### config.mk
export PLATFORM = sky130hd
export DESIGN_NAME = pc_target_unit_flat
export DESIGN_NICKNAME = d
export VERILOG_FILES = /design/src/rtl/pc_target_unit_pkg.sv /design/src/rtl/pc_target_unit_if.sv /design/src/rtl/pc_target_unit_table.sv /design/src/rtl/pc_target_unit.sv /design/src/flat_wrapper.sv
export SDC_FILE = /design/constraint.sdc
export NUM_CORES = 1
export LEC_CHECK = 0
export BUFFER_PORTS_ARGS = -buffer_cell sky130_fd_sc_hd__buf_2
export CAP_MARGIN = 5
export CORE_ASPECT_RATIO = 0.9
export CORE_MARGIN = 5
export CORE_UTILIZATION = 33
export CTS_CLUSTER_DIAMETER = 40
export CTS_CLUSTER_SIZE = 25
export DETAILED_ROUTE_END_ITERATION = 7
export MAX_ROUTING_LAYER = met4
export PLACE_DENSITY = 0.59
export SYNTH_ARGS = -nofsm -noshare
export SYNTH_HDL_FRONTEND = slang
export SYNTH_SLANG_ARGS = --single-unit
### constraint.sdc
create_clock -name Clk -period 6.84 [get_ports Clk]
set_input_delay 1.71 -clock Clk [delete_from_list [all_inputs] [get_ports Clk]]
set_output_delay 1.71 -clock Clk [all_outputs]
set_load 0.02 [all_outputs]
### src/rtl/pc_target_unit_pkg.sv
// Shared types and widths for the fetch-stage program counter and its
// programmable branch-target table.
package pc_pkg;

    localparam int PC_W  = 12;
    localparam int IDX_W = 3;

    localparam logic [PC_W-1:0] PC_RESET = '0;

    typedef enum logic [1:0] {
        INIT,
        RUN,
        DONE
    } pc_state_t;

    typedef struct packed {
        logic            abs;
        logic [PC_W-1:0] target;
    } pc_entry_t;

    // Relative targets are two's-complement offsets; the add wraps at PC_W bits.
    function automatic logic [PC_W-1:0] resolve_target(pc_entry_t entry, logic [PC_W-1:0] pc);
        return entry.abs ? entry.target : pc + entry.target;
    endfunction

endpackage

### src/rtl/pc_target_unit_if.sv
// Control-side bundle of the PC/target unit: table write port, branch
// controls, debug readback and PC/status outputs.
interface pc_target_unit_if #(
    parameter int D = pc_pkg::PC_W,
    parameter int A = pc_pkg::IDX_W
);

    logic         wr_en;
    logic [A-1:0] wr_addr;
    logic [D-1:0] wr_target;
    logic         wr_abs;
    logic         branch;
    logic [A-1:0] jump_idx;
    logic         stall;
    logic         done_req;
    logic [A-1:0] rd_addr;
    logic [D-1:0] rd_target;
    logic         rd_abs;
    logic [D-1:0] prog_ctr;
    logic         init_done;
    logic         done;

    modport master (
        output wr_en, wr_addr, wr_target, wr_abs, branch, jump_idx,
               stall, done_req, rd_addr,
        input  rd_target, rd_abs, prog_ctr, init_done, done
    );

    modport slave (
        input  wr_en, wr_addr, wr_target, wr_abs, branch, jump_idx,
               stall, done_req, rd_addr,
        output rd_target, rd_abs, prog_ctr, init_done, done
    );

endinterface

### src/rtl/pc_target_unit_table.sv
// Branch-target storage: one synchronous write port, two combinational
// read ports (branch lookup and debug readback).
module pc_target_table
    import pc_pkg::*;
#(
    parameter int A = IDX_W
) (
    input  logic         clk,
    input  logic         we,
    input  logic [A-1:0] waddr,
    input  pc_entry_t    wdata,
    input  logic [A-1:0] jump_addr,
    output pc_entry_t    jump_entry,
    input  logic [A-1:0] rd_addr,
    output pc_entry_t    rd_entry
);

    localparam int DEPTH = 2 ** A;

    pc_entry_t mem [DEPTH];

    // NOTE: storage has no reset term; the owner clears it with a write sweep,
    // which keeps this a plain RAM-style array.
    always_ff @(posedge clk) begin
        if (we) begin
            mem[waddr] <= wdata;
        end
    end

    assign jump_entry = mem[jump_addr];
    assign rd_entry   = mem[rd_addr];

endmodule

### src/rtl/pc_target_unit.sv
// Program counter with a programmable branch-target table, cleared by a
// post-reset sweep before fetch starts.
module pc_target_unit
    import pc_pkg::*;
#(
    parameter int D = PC_W,
    parameter int A = IDX_W
) (
    input  logic             Clk,
    input  logic             Reset,
    pc_target_unit_if.slave  bus
);

    localparam int DEPTH = 2 ** A;

    pc_state_t    state;
    logic [A-1:0] init_cnt;
    logic [D-1:0] pc_q;
    logic         init_done_q;
    logic         done_q;

    logic         tbl_we;
    logic [A-1:0] tbl_waddr;
    pc_entry_t    tbl_wdata;
    pc_entry_t    jump_entry;
    pc_entry_t    rd_entry;
    logic [D-1:0] next_pc;

    // NOTE: every always_comb output gets a default first so no path leaves it
    // unassigned and infers a latch.
    always_comb begin
        tbl_we    = 1'b0;
        tbl_waddr = bus.wr_addr;
        tbl_wdata = pc_entry_t'{abs: bus.wr_abs, target: bus.wr_target};
        if (!Reset) begin
            unique case (state)
                INIT: begin
                    tbl_we    = 1'b1;
                    tbl_waddr = init_cnt;
                    tbl_wdata = '0;
                end
                RUN, DONE: tbl_we = bus.wr_en;
                default: tbl_we = 1'b0;
            endcase
        end
    end

    pc_target_table #(.A(A)) u_table (
        .clk       (Clk),
        .we        (tbl_we),
        .waddr     (tbl_waddr),
        .wdata     (tbl_wdata),
        .jump_addr (bus.jump_idx),
        .jump_entry(jump_entry),
        .rd_addr   (bus.rd_addr),
        .rd_entry  (rd_entry)
    );

    // Branch lookup sees pre-write contents, so a same-cycle write never bypasses.
    always_comb begin
        next_pc = pc_q + D'(1);
        if (bus.branch) begin
            next_pc = resolve_target(jump_entry, pc_q);
        end
    end

    // NOTE: state registers use non-blocking assignments so every flop samples
    // pre-edge values regardless of statement order.
    always_ff @(posedge Clk) begin
        if (Reset) begin
            state       <= INIT;
            init_cnt    <= '0;
            pc_q        <= PC_RESET;
            init_done_q <= 1'b0;
            done_q      <= 1'b0;
        end else begin
            unique case (state)
                INIT: begin
                    init_cnt <= init_cnt + A'(1);
                    if (init_cnt == A'(DEPTH - 1)) begin
                        state       <= RUN;
                        init_done_q <= 1'b1;
                    end
                end
                RUN: begin
                    if (bus.done_req) begin
                        state  <= DONE;
                        done_q <= 1'b1;
                    end else if (!bus.stall) begin
                        pc_q <= next_pc;
                    end
                end
                DONE: ;
                default: state <= INIT;
            endcase
        end
    end

    assign bus.prog_ctr  = pc_q;
    assign bus.init_done = init_done_q;
    assign bus.done      = done_q;
    assign bus.rd_target = rd_entry.target;
    assign bus.rd_abs    = rd_entry.abs;

endmodule

### src/flat_wrapper.sv
// flat-port wrapper written by rule: the top's interface ports become plain ports
module pc_target_unit_flat import pc_pkg::*;
#(
    parameter int D = PC_W,
    parameter int A = IDX_W
)
  (Clk, Reset, bus_wr_en, bus_wr_addr, bus_wr_target, bus_wr_abs, bus_branch, bus_jump_idx, bus_stall, bus_done_req, bus_rd_addr, bus_rd_target, bus_rd_abs, bus_prog_ctr, bus_init_done, bus_done);
  pc_target_unit_if #(.D(D), .A(A)) bus_i ();
  input  logic Clk;
  input  logic Reset;
  input wire logic [$bits(bus_i.wr_en)-1:0] bus_wr_en;
  input wire logic [$bits(bus_i.wr_addr)-1:0] bus_wr_addr;
  input wire logic [$bits(bus_i.wr_target)-1:0] bus_wr_target;
  input wire logic [$bits(bus_i.wr_abs)-1:0] bus_wr_abs;
  input wire logic [$bits(bus_i.branch)-1:0] bus_branch;
  input wire logic [$bits(bus_i.jump_idx)-1:0] bus_jump_idx;
  input wire logic [$bits(bus_i.stall)-1:0] bus_stall;
  input wire logic [$bits(bus_i.done_req)-1:0] bus_done_req;
  input wire logic [$bits(bus_i.rd_addr)-1:0] bus_rd_addr;
  output wire logic [$bits(bus_i.rd_target)-1:0] bus_rd_target;
  output wire logic [$bits(bus_i.rd_abs)-1:0] bus_rd_abs;
  output wire logic [$bits(bus_i.prog_ctr)-1:0] bus_prog_ctr;
  output wire logic [$bits(bus_i.init_done)-1:0] bus_init_done;
  output wire logic [$bits(bus_i.done)-1:0] bus_done;
  assign bus_i.wr_en = bus_wr_en;
  assign bus_i.wr_addr = bus_wr_addr;
  assign bus_i.wr_target = bus_wr_target;
  assign bus_i.wr_abs = bus_wr_abs;
  assign bus_i.branch = bus_branch;
  assign bus_i.jump_idx = bus_jump_idx;
  assign bus_i.stall = bus_stall;
  assign bus_i.done_req = bus_done_req;
  assign bus_i.rd_addr = bus_rd_addr;
  assign bus_rd_target = bus_i.rd_target;
  assign bus_rd_abs = bus_i.rd_abs;
  assign bus_prog_ctr = bus_i.prog_ctr;
  assign bus_init_done = bus_i.init_done;
  assign bus_done = bus_i.done;
  pc_target_unit #(.D(D), .A(A)) u_core (.Clk(Clk), .Reset(Reset), .bus(bus_i));
endmodule
==> Yosys cells after proc, flatten, opt, wreduce, memory -nomap -nowiden <==
Memories as Yosys holds them, arrays and structs flattened.
Cells that the tools add are included.
{ "classes": {"n_bitwise": 3, "add_sub_neg": 3, "n_div": 0, "n_mux": 13, "n_shift": 0, "magnitude_cmp": 0, "n_eq_ne": 5, "reduce_logical": 6, "n_mul": 0} }
{ "ops": {"columns": ["operator", "n"], "rows": [
  ["$mux 13", 2],
  ["$mux 12", 2],
  ["$add 12x1->12 const B", 1],
  ["$add 12x12->12", 1],
  ["$mux 3", 2],
  ["$pmux 2 s3", 1],
  ["$reduce_and 3->1", 2],
  ["$mux 2", 2],
  ["$reduce_and 2->1", 2],
  ["$add 3x1->3 const B", 1],
  ["$eq 3x3->1 const B", 1],
  ["$mux 1", 3],
  ["$not 1->1", 3],
  ["$eq 2x1->1 const B", 1],
  ["$eq 2x2->1 const B", 1],
  ["$logic_not 2->1", 1],
  ["$ne 2x1->1 const B", 1],
  ["$ne 2x2->1 const B", 1],
  ["$pmux 1 s2", 1],
  ["$reduce_or 2->1", 1]
]} }
{ "word_totals": {"memories": 1, "reg_bits": 19, "romBits": 0, "output_inout_bits": 27, "word_cells": 36, "latchBits": 0, "mem_bits_rw": 104} }
{ "mem_list": {"columns": ["memory", "depth", "width", "read_ports", "rd_ports_with_merged_regs", "wr", "line", "text"], "rows": [
  ["u_core.u_table.mem", 8, 13, 2, 0, 1, "pc_target_unit_table.sv:20", "pc_entry_t mem [DEPTH];"]
]} }

==> Logic depth before layout (Yosys ltp) <==
Gate-level depths: netlist of run 1.
{ "depth": {"ltp_word": 6, "mapped_depth": 13} }

==> Cells and area by module <==
From an unflattened synthesis of run 1, not the netlist that was laid out.
{ "hier_totals": {"cells_unflattened": 450, "hier_area_um2": 6769.0} }
{ "modules_own_cells": {"columns": ["mod", "cells_per_inst", "area_each_um2", "instances"], "rows": [
  ["pc_target_table", 209, 4921.0, 1],
  ["pc_target_unit", 241, 1848.0, 1]
]} }

==> Least setup slack after synthesis of run 1 <==
No wires, ideal clock.
{ "synth_timing": {"kind": "input -> output", "start": "input bus_rd_addr[0]", "end": "output bus_rd_abs", "path_buffers": 2, "cell_stages": 4, "slack_ns": 1.600, "arrival_time_ns": 3.530, "path_cell_list": "clkbuf_1 > buf_1 > mux4_2 > mux2_2"} }
{ "synth_between": {"elab_chain_len": 1} }
{ "synth_rtl": {"columns": ["element", "line", "text"], "rows": [
  ["start: declaration", "flat_wrapper.sv:19", "input wire logic [$bits(bus_i.rd_addr)-1:0] bus_rd_addr;"],
  ["$mem_v2 8x13", null, null],
  ["end: declaration", "flat_wrapper.sv:21", "output wire logic [$bits(bus_i.rd_abs)-1:0] bus_rd_abs;"]
]} }
No other way between the ends.

==> Worst setup path after layout of run 1 <==
Ends and elaborated chain as after synthesis.

==> results.toml, run 1 <==
[grt]
grt_overflow = 0
grt_max_degree = 28
grt_pass1_wl_mm = 24.7
track_usage_pct = 15.0
grt_pass1_vias = 4368
antenna_found_initial = 0

[drt]
vias = 4200
drt-wirelength-per-cell_um = 20.3
ant_nets = 0
drtIter0Drc = 317
viasPerCell = 5.38
wirelength_mm = 15.8
drcViolationCount = 0
firstDrtPassIters = 4

[sta]
fmax_mhz = 191
grt_setup_unrepaired = "false"
fin_tns_setup_ns = 0
hold_ws_ns = 0.471
setup_viol = 0
final_hold_viol_count = 0
setup_slack_ns = 1.61
drv_slew = 0
period_share_pct = 76.4
period_minus_slack_ns = 5.23
tightest_slew_ns = 1.07
finalClockSkew_ns = 0.00784
timing.slew.headroom_pct = 28.9

[floorplanning]
io_pins = 55
start_util_pct = 33.1
fp.coreArea_um2 = 19800
rows = 49
dieHeight_um = 144
die_area_um2 = 22800
die_width_um = 159

[yosys]
synth_fa_ha_area_share_pct = 3.74
yosys-top-cells-count = "edfxtp_1, mux4_2, nor2_1"
yosys_warnings = 0
synth_top_family_by_area = "multiplexers"
synth_compound_gate_area_share_pct = 8.22
ys_seq_elements = 123
synth_fp_nets = 511
synth_ff_type = "edfxtp_1"
seq_area_frac_synth_pct = 53.4
synth_top_area_cell = "edfxtp_1"
syn_inst = 464
synth_top_area_share_pct = 47.6
yosys-top-cells-area = "edfxtp_1, mux4_2, dfxtp_1"
syn-cell-area_um2 = 6560
synth_mux_area_share_pct = 23.2
async_reset_ff_share_pct = 0
ys_types = 49
synth_edf_count = 104
synth.avg_cell_area_um2 = 14.1
yosysMostFrequentCell = "edfxtp_1"
yosys.area_share.simple_pct = 8.29
synth-xor-area-share_pct = 0.801

[final_layout]
area_growth_pct = 16.1
diodes = 0
final_nets = 559
drive_above_1_share_pct = 32.2

[power]
p_leak_nw = 2.70
p_total_mw = 2.30
power_density_nw_per_um2 = 302
peakVddDrop_v = 0.000193

[worst_setup_path]
slowest_delay_ns = 0.72
path_buf_inv = 2
crit_chain = "buf_2 > mux4_2 > mux2_2 > buf_2"
r2r_slack_ns = 3.47
worst_ep_required_time_ns = 5.13
crit_path_top_delay_cell = "buf_2"
r2r_start = "u_core.state[0]"
crit_fanout = 26
cp.arrival_ns = 3.52
startpoint = "bus_rd_addr[0]"
cp-end-kind = "primary output"
worstSetupPathType = "input port to primary output"
crit_top_cell = "buf_2"
start_kind = "input port"
critPathTopFamily = "multiplexers"

[flow_run]
maxCapViolations = 0

[clock_tree]
cts_sinks = 123
clkTransAtPathRegs_ns = 0.05
htreeDepth = 4
cts_setup_buffers = 0
clock_latency_ns = 0.41
cts_made_buffers = 17
ctsHoldBuffers = 0
postCtsResizedCells = 0
clk_path_buf_depth = 2
root_buffer = "clkbuf_16"
cts_tree = "done"

[worst_hold_path]
min_from = "u_core.bus.done"
hold_class = "register to register"

[placement]
hpwl_mm = 10.4
place_congestion = 0.850
portBuffers = 54
post-place-ws_ns = 1.54

[outcome]
status = "finished clean"
-- per-layer routing --
metal | vias up | share of wire, % | global-route usage (%)
li1 | 1950 | - | -
met1 | 2127 | 44 | 19.7
met2 | 117 | 50 | 23.4
met3 | 6 | 5.5 | 3.31
met4 | 0 | 0.75 | 4.71
met5 | - | 0 | -
-- stage by stage --
step / cells / utilization [%] / area, um2
floorplan: 464 / - / 6560
global placement: 748 / 35.7 / 7080
detailed placement: 748 / 35.7 / 7080
CTS: 780 / 38.5 / 7620
global route: 780 / 38.5 / 7620
finish: 780 / 38.5 / 7620
-- registers in the layout, summed over array words and instances (netlist names) --
name and cells:
u_core.state 2, u_core.bus.done 1, u_core.bus.prog_ctr 12, u_core.u_table.mem 104, u_core.bus.init_done 1, u_core.init_cnt 3
-- tightest hold or removal path: stages, from the launching register on --
cell	delay, ns
dfxtp_1	0.33
a21oi_1	0.04
nor2_1	0.07
-- power breakdown --
group / switching (mW) / total [mW] / internal (mW)
combinational: 0.297 / 0.486 / 0.189
clock: 0.303 / 0.831 / 0.529
sequential: 0.0449 / 0.986 / 0.941
-- cell families (layout without fill, tap and decap cells) --
| kind of cell | Yosys count | count (layout) |
|---|---|---|
| simple gates | 111 | 111 |
| flops | 123 | 123 |
| compound gates | 83 | 83 |
| fa+ha+maj | 19 | 19 |
| buf+inv | 38 | 99 |
| mux | 84 | 84 |
| xor+xnor | 6 | 6 |
-- path summary, 6_finish.rpt --
kind                                                  to  cells after the start
worst max register to register  u_core.u_table.mem[4][5]                      6
worst max-delay path                          bus_rd_abs                      4
worst min register to register           u_core.bus.done                      2
worst min-delay path                     u_core.bus.done                      2
-- area by class of cell --
type                    count  area [um2]
flip-flops and latches    123        3500
clock inverters            10         100
multi-input cells         303        2930
clock buffers              22         444
inverters                  11        41.3
fillers                  1816       12200
repair buffers             56         285
well taps                 255         319
-- cells in the final DEF (no fill, tap or decap), drive strengths merged, types with 15 or more instances in the layout --
cell type and n:
buf 56, o21ai 18, ha 18, dfxtp 19
a21oi 20, nor2 37, nand2 18, edfxtp 104
mux4 52, and2 15, mux2 24, clkbuf 22
No activity file was read; power rests on OpenSTA's default activity.
==> run 2: changes to the inputs <==
--- a/config.mk
+++ b/config.mk
@@ -14,7 +14,7 @@
 export CTS_CLUSTER_SIZE = 25
 export DETAILED_ROUTE_END_ITERATION = 7
 export MAX_ROUTING_LAYER = met4
-export PLACE_DENSITY = 0.59
+export PLACE_DENSITY = 0.61
 export SYNTH_ARGS = -nofsm -noshare
 export SYNTH_HDL_FRONTEND = slang
 export SYNTH_SLANG_ARGS = --single-unit
==> constraint.sdc (replaced) <==
create_clock -name Clk -period 4.5 [get_ports Clk]
set_input_delay 1.125 -clock Clk [delete_from_list [all_inputs] [get_ports Clk]]
set_output_delay 1.125 -clock Clk [all_outputs]
set_load 0.02 [all_outputs]
==> run 2 against run 1 <==
Clock-buffer cell count is 1 lower. Sequential cell count unchanged. Worst setup slack lost 0.97 ns. Non-clock buffer count is 15 higher. Final area up 1.5%. Hold slack got worse by 0.0092 ns. Critical path type is now input port to register. Global-route usage rose by 0.43 points.
==> results.toml, run 2 (synthesis gave the netlist of run 1 again) <==
[clock_tree]
htreeDepth = 4
clk_path_buf_depth = 2
clock_latency_ns = 0.41
clkTransAtPathRegs_ns = 0.05
postCtsResizedCells = 0
cts_sinks = 123
root_buffer = "clkbuf_16"
cts_setup_buffers = 0
cts_tree = "done"
cts_made_buffers = 17
ctsHoldBuffers = 0

[power]
peakVddDrop_v = 0.000339
power_density_nw_per_um2 = 455
seqPwrFrac_pct = 42.5
power.internal_mw = 2.54
power_switching_uw = 985
switching_share_pct = 28.0
p_clk_share_pct = 36.0
p_leak_nw = 2.77
comb_power_share_pct = 21.5

[final_layout]
multi_input_area_um2 = 2910
diodes = 0
seq_area_um2 = 3500
area_growth_pct = 17.9
drive_above_1_share_pct = 32.0
largest_reg_flops = 104
fin_area_um2 = 7740
final_common_cell = "edfxtp_1"
most-common-layout-cells = "edfxtp_1, buf_2, mux4_2"
largest-register = "u_core.u_table.mem"
final_nets = 574
num-fill-cells = 1830

[drt]
wirelength_mm = 16.3
ant_nets = 0
drcViolationCount = 0
vias = 4341
viasPerCell = 5.46
firstDrtPassIters = 5
drtIter0Drc = 452
drt-wirelength-per-cell_um = 20.5

[sta]
setup_slack_ns = 0.641
drv_slew = 0
finalClockSkew_ns = 0.00722
timing.slew.headroom_pct = 52.0
setup_viol = 0
period_share_pct = 85.8
tightest_slew_ns = 0.719
grt_setup_unrepaired = "false"
fmax_mhz = 259
period_minus_slack_ns = 3.86
fin_tns_setup_ns = 0
hold_ws_ns = 0.461
final_hold_viol_count = 0

[floorplanning]
die_width_um = 159
die_area_um2 = 22800
start_util_pct = 33.1
dieHeight_um = 144
fp.coreArea_um2 = 19800
io_pins = 55
rows = 49

[worst_setup_path]
r2r_slack_ns = 1.35
path_buf_inv = 2
crit_path_end = "u_core.bus.prog_ctr[11]"
worst_ep_required_time_ns = 4.84
crit_path_top_delay_cell = "a2111oi_0"
slowest_delay_ns = 0.58
crit_chain = "buf_2 > buf_12 > mux4_2 > mux2_2 > ha_1 > o21ai_0 > a21oi_1 > a2111oi_0 > a211o_1 > o211ai_1 > nor3_1"
cp-end-kind = "register"
startpoint = "bus_jump_idx[0]"
path_depth = 11
cp.arrival_ns = 4.20
r2r_start = "u_core.u_table.mem[7][1]"
start_kind = "input port"
reg2regPathDepth = 10
critPathTopFamily = "compound AO/OA/AOI/OAI gates"
rr_endpoint = "u_core.bus.prog_ctr[11]"
worstSetupPathType = "input port to register"
crit_fanout = 19

[grt]
grt_pass1_vias = 4548
track_usage_pct = 15.5
grt_max_degree = 28
grt_overflow = 0
grt_pass1_wl_mm = 25.4
antenna_found_initial = 0

[placement]
portBuffers = 54
post-place-ws_ns = 0.315
place_congestion = 0.865
place_area_um2 = 7190
hpwl_mm = 11.1

[worst_hold_path]
hold_class = "register to register"

[flow_run]
maxCapViolations = 0

[outcome]
status = "finished clean"
==> run 2: cell types whose count changed in the layout (fill, tap and decap cells not counted) <==
cell	before	now
buf_12	0	2
buf_4	2	15
clkbuf_1	5	4
clkinv_1	2	6
clkinv_2	5	1
clkinvlp_4	1	2
nor2_1	29	37
nor2_2	8	0
==> run 2: how the worst min path moves through the flow <==
stage	start	to	cells past startpoint
2_1_floorplan	u_core.init_cnt[0]	u_core.init_cnt[0]	2
3_3_place_gp	u_core.bus.done	u_core.bus.done	2
3_5_place_dp	u_core.bus.done	u_core.bus.done	2
4_1_cts	u_core.bus.done	u_core.bus.done	2
5_1_grt	u_core.bus.init_done	u_core.bus.init_done	2
6_report	u_core.bus.init_done	u_core.bus.init_done	2
==> run 2: metal layers <==
layer / global-route usage, % / vias to the layer above / wire length [um]
met4: 4.31 / 0 / 277
li1: - / 1975 / -
met5: - / - / 0
met1: 19.3 / 2203 / 6920
met3: 4.03 / 18 / 954
met2: 25.0 / 145 / 8120
==> run 2: power by group through the flow <==
stage          clock network, mW  logic, mW  registers [mW]
4_1_cts                     1.29      0.773            1.50
3_3_place_gp                   0      0.741            1.51
6_report                    1.27      0.757            1.50
3_5_place_dp                   0      0.766            1.52
5_1_grt                     1.35      0.837            1.51
2_1_floorplan                  0      0.523            1.50
==> run 2: per-stage QoR <==
stage / instances / util (%) / power, mW
finish: 795 / 39.1 / 3.52
floorplan: 464 / - / 2.03
global placement: 763 / 36.3 / 2.25
detailed placement: 763 / 36.3 / 2.29
global route: 795 / 39.1 / 3.70
CTS: 795 / 39.1 / 3.56
==> run 2: cell type report <==
cell class / count / share of cell area (%)
Timing Repair Buffer: 71 / 5.47
Inverter: 11 / 0.534
Multi-Input combinational cell: 303 / 37.6
Clock buffer: 21 / 5.69
Clock inverter: 11 / 1.33
Tap cell: 255 / 4.12
Sequential cell: 123 / 45.3
==> run 2: worst min-delay path: stages (launching register included) <==
cell and delay [ns]:
dfxtp_1 0.32, a21oi_1 0.04, nor2_1 0.07
